**config.mk**
```make
export PLATFORM = sky130hd
export DESIGN_NAME = rf_wb_arbiter
export DESIGN_NICKNAME = d
export VERILOG_FILES = /design/src/rtl/rf_arb_pkg.sv /design/src/rtl/wb_hold_buf.sv /design/src/rtl/rf_wb_arbiter.sv
export SDC_FILE = /design/constraint.sdc
export NUM_CORES = 1
export LEC_CHECK = 0
export ABC_AREA = 1
export BUFFER_PORTS_ARGS = -buffer_cell sky130_fd_sc_hd__clkbuf_2
export CAP_MARGIN = 20
export CORE_MARGIN = 5
export CORE_UTILIZATION = 45
export CTS_BUF_LIST = sky130_fd_sc_hd__clkbuf_16
export CTS_CLUSTER_DIAMETER = 60
export DETAILED_ROUTE_END_ITERATION = 16
export HOLD_SLACK_MARGIN = 0.03
export PLACE_DENSITY = 0.76
export SLEW_MARGIN = 20
export SYNTH_ARGS = -nofsm -noshare
export SYNTH_HDL_FRONTEND = slang
export SYNTH_SLANG_ARGS = --single-unit
```
**constraint.sdc**
```tcl
create_clock -name clk -period 4.67 [get_ports clk]
set_input_delay 0.467 -clock clk [delete_from_list [all_inputs] [get_ports clk]]
set_output_delay 0.467 -clock clk [all_outputs]
set_load 0.05 [all_outputs]
```
**src/rtl/rf_arb_pkg.sv**
```systemverilog
// Shared constants, the write-request record and the grant-select helper
// for the register-file write-back arbiter.
package rf_arb_pkg;
    localparam int DATA_W   = 32;
    localparam int ADDR_W   = 5;
    localparam int ZERO_REG = 0;

    typedef struct packed {
        logic [ADDR_W-1:0] addr;
        logic [DATA_W-1:0] data;
    } wb_req_t;

    // One-hot grant {req1, req0}. The oldest entry wins a same-register
    // conflict. Otherwise the requester that was not granted last wins.
    function automatic logic [1:0] select_grant(
        input logic full0,
        input logic full1,
        input logic same_addr,
        input logic old1,
        input logic rr_last
    );
        logic [1:0] sel;
        if (full0 && full1) begin
            if (same_addr)
                sel = old1 ? 2'b10 : 2'b01;
            else
                sel = rr_last ? 2'b01 : 2'b10;
        end else begin
            sel = {full1, full0};
        end
        return sel;
    endfunction
endpackage

```
**src/rtl/wb_hold_buf.sv**
```systemverilog
// One-entry holding buffer for a pending register-file write.
module wb_hold_buf #(
    parameter int DATA_W = 32,
    parameter int ADDR_W = 5
) (
    input  logic              clk,
    input  logic              reset,
    input  logic              load,
    input  logic              clear,
    input  logic [ADDR_W-1:0] load_addr,
    input  logic [DATA_W-1:0] load_data,
    output logic              full,
    output logic [ADDR_W-1:0] addr,
    output logic [DATA_W-1:0] data
);
    logic              full_reg;
    logic [ADDR_W-1:0] addr_reg;
    logic [DATA_W-1:0] data_reg;

    // A load on the same edge as a clear is a reload and must keep the entry.
    always_ff @(posedge clk) begin
        if (reset) begin
            full_reg <= 1'b0;
        end else if (load) begin
            full_reg <= 1'b1;
        end else if (clear) begin
            full_reg <= 1'b0;
        end
        if (load) begin
            addr_reg <= load_addr;
            data_reg <= load_data;
        end
    end

    assign full = full_reg;
    assign addr = addr_reg;
    assign data = data_reg;
endmodule

```
**src/rtl/rf_wb_arbiter.sv**
```systemverilog
// Two-requester write-back arbiter for the register file's single write
// port, with per-requester holding buffers and a read-address bypass.
module rf_wb_arbiter #(
    parameter int DATA_W = rf_arb_pkg::DATA_W,
    parameter int ADDR_W = rf_arb_pkg::ADDR_W
) (
    input  logic              clk,
    input  logic              reset,
    input  logic              req0_valid,
    input  logic [ADDR_W-1:0] req0_addr,
    input  logic [DATA_W-1:0] req0_data,
    output logic              req0_ready,
    input  logic              req1_valid,
    input  logic [ADDR_W-1:0] req1_addr,
    input  logic [DATA_W-1:0] req1_data,
    output logic              req1_ready,
    output logic              wr_en,
    output logic [ADDR_W-1:0] wr_addr,
    output logic [DATA_W-1:0] wr_data,
    input  logic [ADDR_W-1:0] rd_addr_a,
    input  logic [ADDR_W-1:0] rd_addr_b,
    output logic              byp_a_hit,
    output logic [DATA_W-1:0] byp_a_data,
    output logic              byp_b_hit,
    output logic [DATA_W-1:0] byp_b_data,
    output logic              zero_drop
);
    import rf_arb_pkg::select_grant;
    import rf_arb_pkg::ZERO_REG;

    logic [1:0]        valid, ready, full, grant, accept, load, zero_hit;
    logic [ADDR_W-1:0] in_addr  [2];
    logic [DATA_W-1:0] in_data  [2];
    logic [ADDR_W-1:0] buf_addr [2];
    logic [DATA_W-1:0] buf_data [2];
    logic [ADDR_W-1:0] rd_addr  [2];
    logic [1:0]        byp_hit;
    logic [DATA_W-1:0] byp_data [2];
    logic              rr_last_reg, old1_reg, zero_drop_reg;

    assign valid      = {req1_valid, req0_valid};
    assign in_addr[0] = req0_addr;
    assign in_addr[1] = req1_addr;
    assign in_data[0] = req0_data;
    assign in_data[1] = req1_data;
    assign rd_addr[0] = rd_addr_a;
    assign rd_addr[1] = rd_addr_b;

    assign grant = select_grant(full[0], full[1], buf_addr[0] == buf_addr[1],
                                old1_reg, rr_last_reg);

    genvar gi;
    generate
        for (gi = 0; gi < 2; gi++) begin : g_req
            assign ready[gi]    = ~full[gi] | grant[gi];
            assign accept[gi]   = valid[gi] & ready[gi];
            assign zero_hit[gi] = accept[gi] & (in_addr[gi] == ADDR_W'(ZERO_REG));
            assign load[gi]     = accept[gi] & ~zero_hit[gi];

            wb_hold_buf #(.DATA_W(DATA_W), .ADDR_W(ADDR_W)) u_buf (
                .clk       (clk),
                .reset     (reset),
                .load      (load[gi]),
                .clear     (grant[gi]),
                .load_addr (in_addr[gi]),
                .load_data (in_data[gi]),
                .full      (full[gi]),
                .addr      (buf_addr[gi]),
                .data      (buf_data[gi])
            );
        end

        // Per read port: when both buffers match, the newer one (not old1's pick) wins.
        for (gi = 0; gi < 2; gi++) begin : g_byp
            logic hit0, hit1, take1;
            assign hit0  = full[0] & (buf_addr[0] == rd_addr[gi]) & (rd_addr[gi] != ADDR_W'(ZERO_REG));
            assign hit1  = full[1] & (buf_addr[1] == rd_addr[gi]) & (rd_addr[gi] != ADDR_W'(ZERO_REG));
            assign take1 = hit1 & (~hit0 | ~old1_reg);
            assign byp_hit[gi]  = hit0 | hit1;
            assign byp_data[gi] = take1 ? buf_data[1] : (hit0 ? buf_data[0] : '0);
        end
    endgenerate

    // Loading a buffer makes it the newest; a simultaneous double load leaves buffer 0 older.
    always_ff @(posedge clk) begin
        if (reset) begin
            rr_last_reg   <= 1'b1;
            old1_reg      <= 1'b0;
            zero_drop_reg <= 1'b0;
        end else begin
            zero_drop_reg <= |zero_hit;
            if (|grant)
                rr_last_reg <= grant[1];
            if (load[1])
                old1_reg <= 1'b0;
            else if (load[0])
                old1_reg <= 1'b1;
        end
    end

    assign req0_ready = ready[0];
    assign req1_ready = ready[1];
    assign wr_en      = (|grant) & ~reset;
    assign wr_addr    = grant[1] ? buf_addr[1] : buf_addr[0];
    assign wr_data    = grant[1] ? buf_data[1] : buf_data[0];
    assign byp_a_hit  = byp_hit[0];
    assign byp_a_data = byp_data[0];
    assign byp_b_hit  = byp_hit[1];
    assign byp_b_data = byp_data[1];
    assign zero_drop  = zero_drop_reg;
endmodule
```
==> metrics.md <==
| Metric | Value |
|---|---|
| Run status | finished clean |
| N_diodes | 0 |
| Number of I/O port buffers | 194 |
| CTS tree | built |
| First-pass GRT wire length | roughly 23000 um |
| Multi-input combinational cell area | 0.001823 mm2 |
| XOR/XNOR Fraction of Synth Area | 0.01349 |
| Adder-Cell Fraction of Synth Area | 0 |
| Non-Filler Instances | just under 900 |
| Rows | 36 |
| GRT overflow | 0 |
| Routed wire per std cell | ~16 um |
| Worst setup EP type | output port |
| CTS resizes | 0 |
| Final #Nets | 844 |
| Vias in the first global route | between 4000 and 5000 |
| Most frequent CP cell | nand2_1 |
| Worst-Margin Slew | about 1.0 ns |
| Hold Fails Final Rpt | 0 |
| Setup CP Type | reg -> out |
| Final wirelength | roughly 14000 um |
| CP Data Arrival Time | between 3 and 4 ns |
| Worst vdd ir | about 0.28 mV |
| Pwr per Cell Area | 323.0 mW/mm2 |
| CTS HTree Levels | 3 |
| Mux cell area share after synthesis | 0 |
| Setup-failing EPs final | 0 |
| Total GRT Usage | 0.2337 |
| Initial DRC Count | 403 |
| Simple-gate share of the synthesized area | 0.3267 |
| Sequential Area | between 0.002 and 0.0025 mm2 |
| Min-delay worst type | in -> reg |
| Max FO, Critical Path | 34 |
| Library cells used by synthesis | 28 |
| Fill count | between 900 and 1000 |
| Post-layout minimum cycle time | roughly 3.6 ns |
| Die width | between 100 and 150 um |
| Fmax achieved | roughly 280 MHz |
| Post-CTS Setup Bufs | 0 |
| Cts hold-fix bufs | 0 |
| CP peak stage delay | about 0.57 ns |
| Layout cells sized above 1 | 0.3009 |
| Max-Cap Viols | 0 |
| Yosys warnings | 0 |
| Num ports | around 200 |
| Final worst-path cycle share | 0.7661 |
| Setup TNS | 0 ns |
| Syn_nets | about 660 |
| Synth Instances | around 580 |
| Top_reg_cell synth | edfxtp_1 |
| Clk buf depth | 2 |
| Die Y | 110.5 um |
| Area fraction in compound gates after synthesis | 0.05808 |
| RSZ-0062 raised after global routing | no |
| CP max stage cell | nand2_2 |
| Layout area overhead | 29.15% |
| Synthesized cell area | 0.004546 mm2 |
| Largest register FFs | 64 |
| Leakage | between 3 and 4 nW |
| Seq/Total Area, Yosys | 0.5109 |
| Via count | 4693 |
| Initial antenna violation count | 1 |
| Clock sink count | 79 |
| Startpoint types | register |
| Seq cells post-synth | 79 |
| Slew HR | 0.3061 |
| Slew Limit Fails | 0 |
| Post-Place Cells | between 800 and 900 |
| Initial Util | 0.4629 |
| Post-DP HPWL | between 10000 and 15000 um |
| Post-synth ARST share | 0 |
| WP data required | between 4 and 5 ns |
| Largest family of logic cells by synthesized area | simple AND/OR/NAND/NOR gates |
| Largest net degree at the start of global routing | 67 |
| Worst skew pair latency | 0.33 ns |
| Commonest non-fill, non-tap cell in the layout | clkbuf_2 |
| Most frequent cells in the layout | clkbuf_2 (194), nand2_1 (172), nand3_1 (106) |
| Syn Area/Cell | approximately 7.9 um2 |
| Core footprint | slightly below 0.01 mm2 |
| Placer Congestion | approximately 0.95 |
| Routed vias/inst | approximately 5.2 |
| DRC | 0 |
| Clock transition at path regs | around 0.060 ns |
| Num CTS Buffers | 9 |
| Clk_skew | 0.008268 ns |
| Die ar. | roughly 0.012 mm2 |
| Post-synth EDFFs | between 70 and 80 |
| Number of routed nets with antenna violations | 0 |
| Clock root buffer | clkbuf_16 |
| Crit path cell chain | xor2_1 > nor3_1 > nand2_1 > inv_2 > nand2_1 > nand2_2 > nand3_1 > nand2_1 > clkbuf_2 |
| DRT Pass-1 Iters | 7 |
[power breakdown]
group | switching [mW] | total [mW] | internal (mW)
Sequential | 0.0314 | 0.858 | 0.827
Combinational | 0.273 | 0.361 | 0.0887
Clock | 0.267 | 0.677 | 0.409
[path summary, 6_finish.rpt]
kind,start,endpoint,slack (ns),depth (start not counted)
hold reg to reg,rr_last_reg$_SDFFE_PP1P_,rr_last_reg$_SDFFE_PP1P_,0.47,2
setup / recovery,g_req[0].u_buf.addr[2]$_DFFE_PP_,byp_b_data[2],1.09,9
hold / removal,req0_data[22],g_req[0].u_buf.data[22]$_DFFE_PP_,0.31,1
setup reg to reg,g_req[1].u_buf.addr[3]$_DFFE_PP_,g_req[1].u_buf.data[20]$_DFFE_PP_,2.09,10
[through the flow]
step | util | power, mW | setup slack (ns) | hold WS (ns) | cell area [um2]
2_1_floorplan | - | 1.119 | 1.830 | 0.4343 | 4546
5_1_grt | 0.5979 | 1.978 | 0.7606 | 0.2933 | 5871
3_5_place_dp | 0.5682 | 1.234 | 1.313 | 0.4572 | 5579
4_1_cts | 0.5979 | 1.912 | 1.026 | 0.3015 | 5871
3_3_place_gp | 0.5679 | 1.228 | 1.441 | 0.4597 | 5577
6_report | 0.5979 | 1.896 | 1.092 | 0.3053 | 5871
[cells by family after synthesis]
logic type,Yosys count
XOR/XNOR,7
flip-flops,79
AO/OA/AOI/OAI,50
AND/OR/NAND/NOR,343
buffers and inverters,96
[Yosys cell counts, types with 6 or more instances]
cell type | n | area [um2]
nand2_1 | 173 | 649.4
o21ai_1 | 14 | 70.07
clkbuf_1 | 11 | 41.29
o21ai_0 | 24 | 120.1
buf_2 | 12 | 60.06
edfxtp_1 | 74 | 2222
nor3_1 | 7 | 35.03
nand3_1 | 107 | 535.5
nor2_1 | 42 | 157.7
a21oi_1 | 6 | 30.03
inv_1 | 60 | 225.2
[per-layer routing]
| layer | global-route usage | share of wire | up-vias | wire [um] |
|---|---|---|---|---|
| li1 | - | - | 2263 | - |
| met1 | 0.2813 | 0.39 | 2130 | 5662 |
| met2 | 0.3981 | 0.49 | 271 | 7028 |
| met3 | 0.07330 | 0.10 | 27 | 1447 |
| met4 | 0.07471 | 0.020 | 2 | 287 |
| met5 | 0 | 0.00048 | - | 7 |
[critical path, delay by kind of cell (launching register included)]
kind          cells  cell delay (ns)
flops             1             0.50
simple gates      6             1.30
buf+inv           2             0.75
xor+xnor          1             0.21
[layout make-up]
cell class              instances  share of cell area
flip-flops and latches         79              0.3956
repair buffers                201              0.1743
well taps                     133             0.02835
inverters                      65             0.04156
multi-input cells             400              0.3105
clock inverters                 7             0.01130
clock buffers                   9             0.03836
Note: power is estimated with default switching activity, not from simulation.
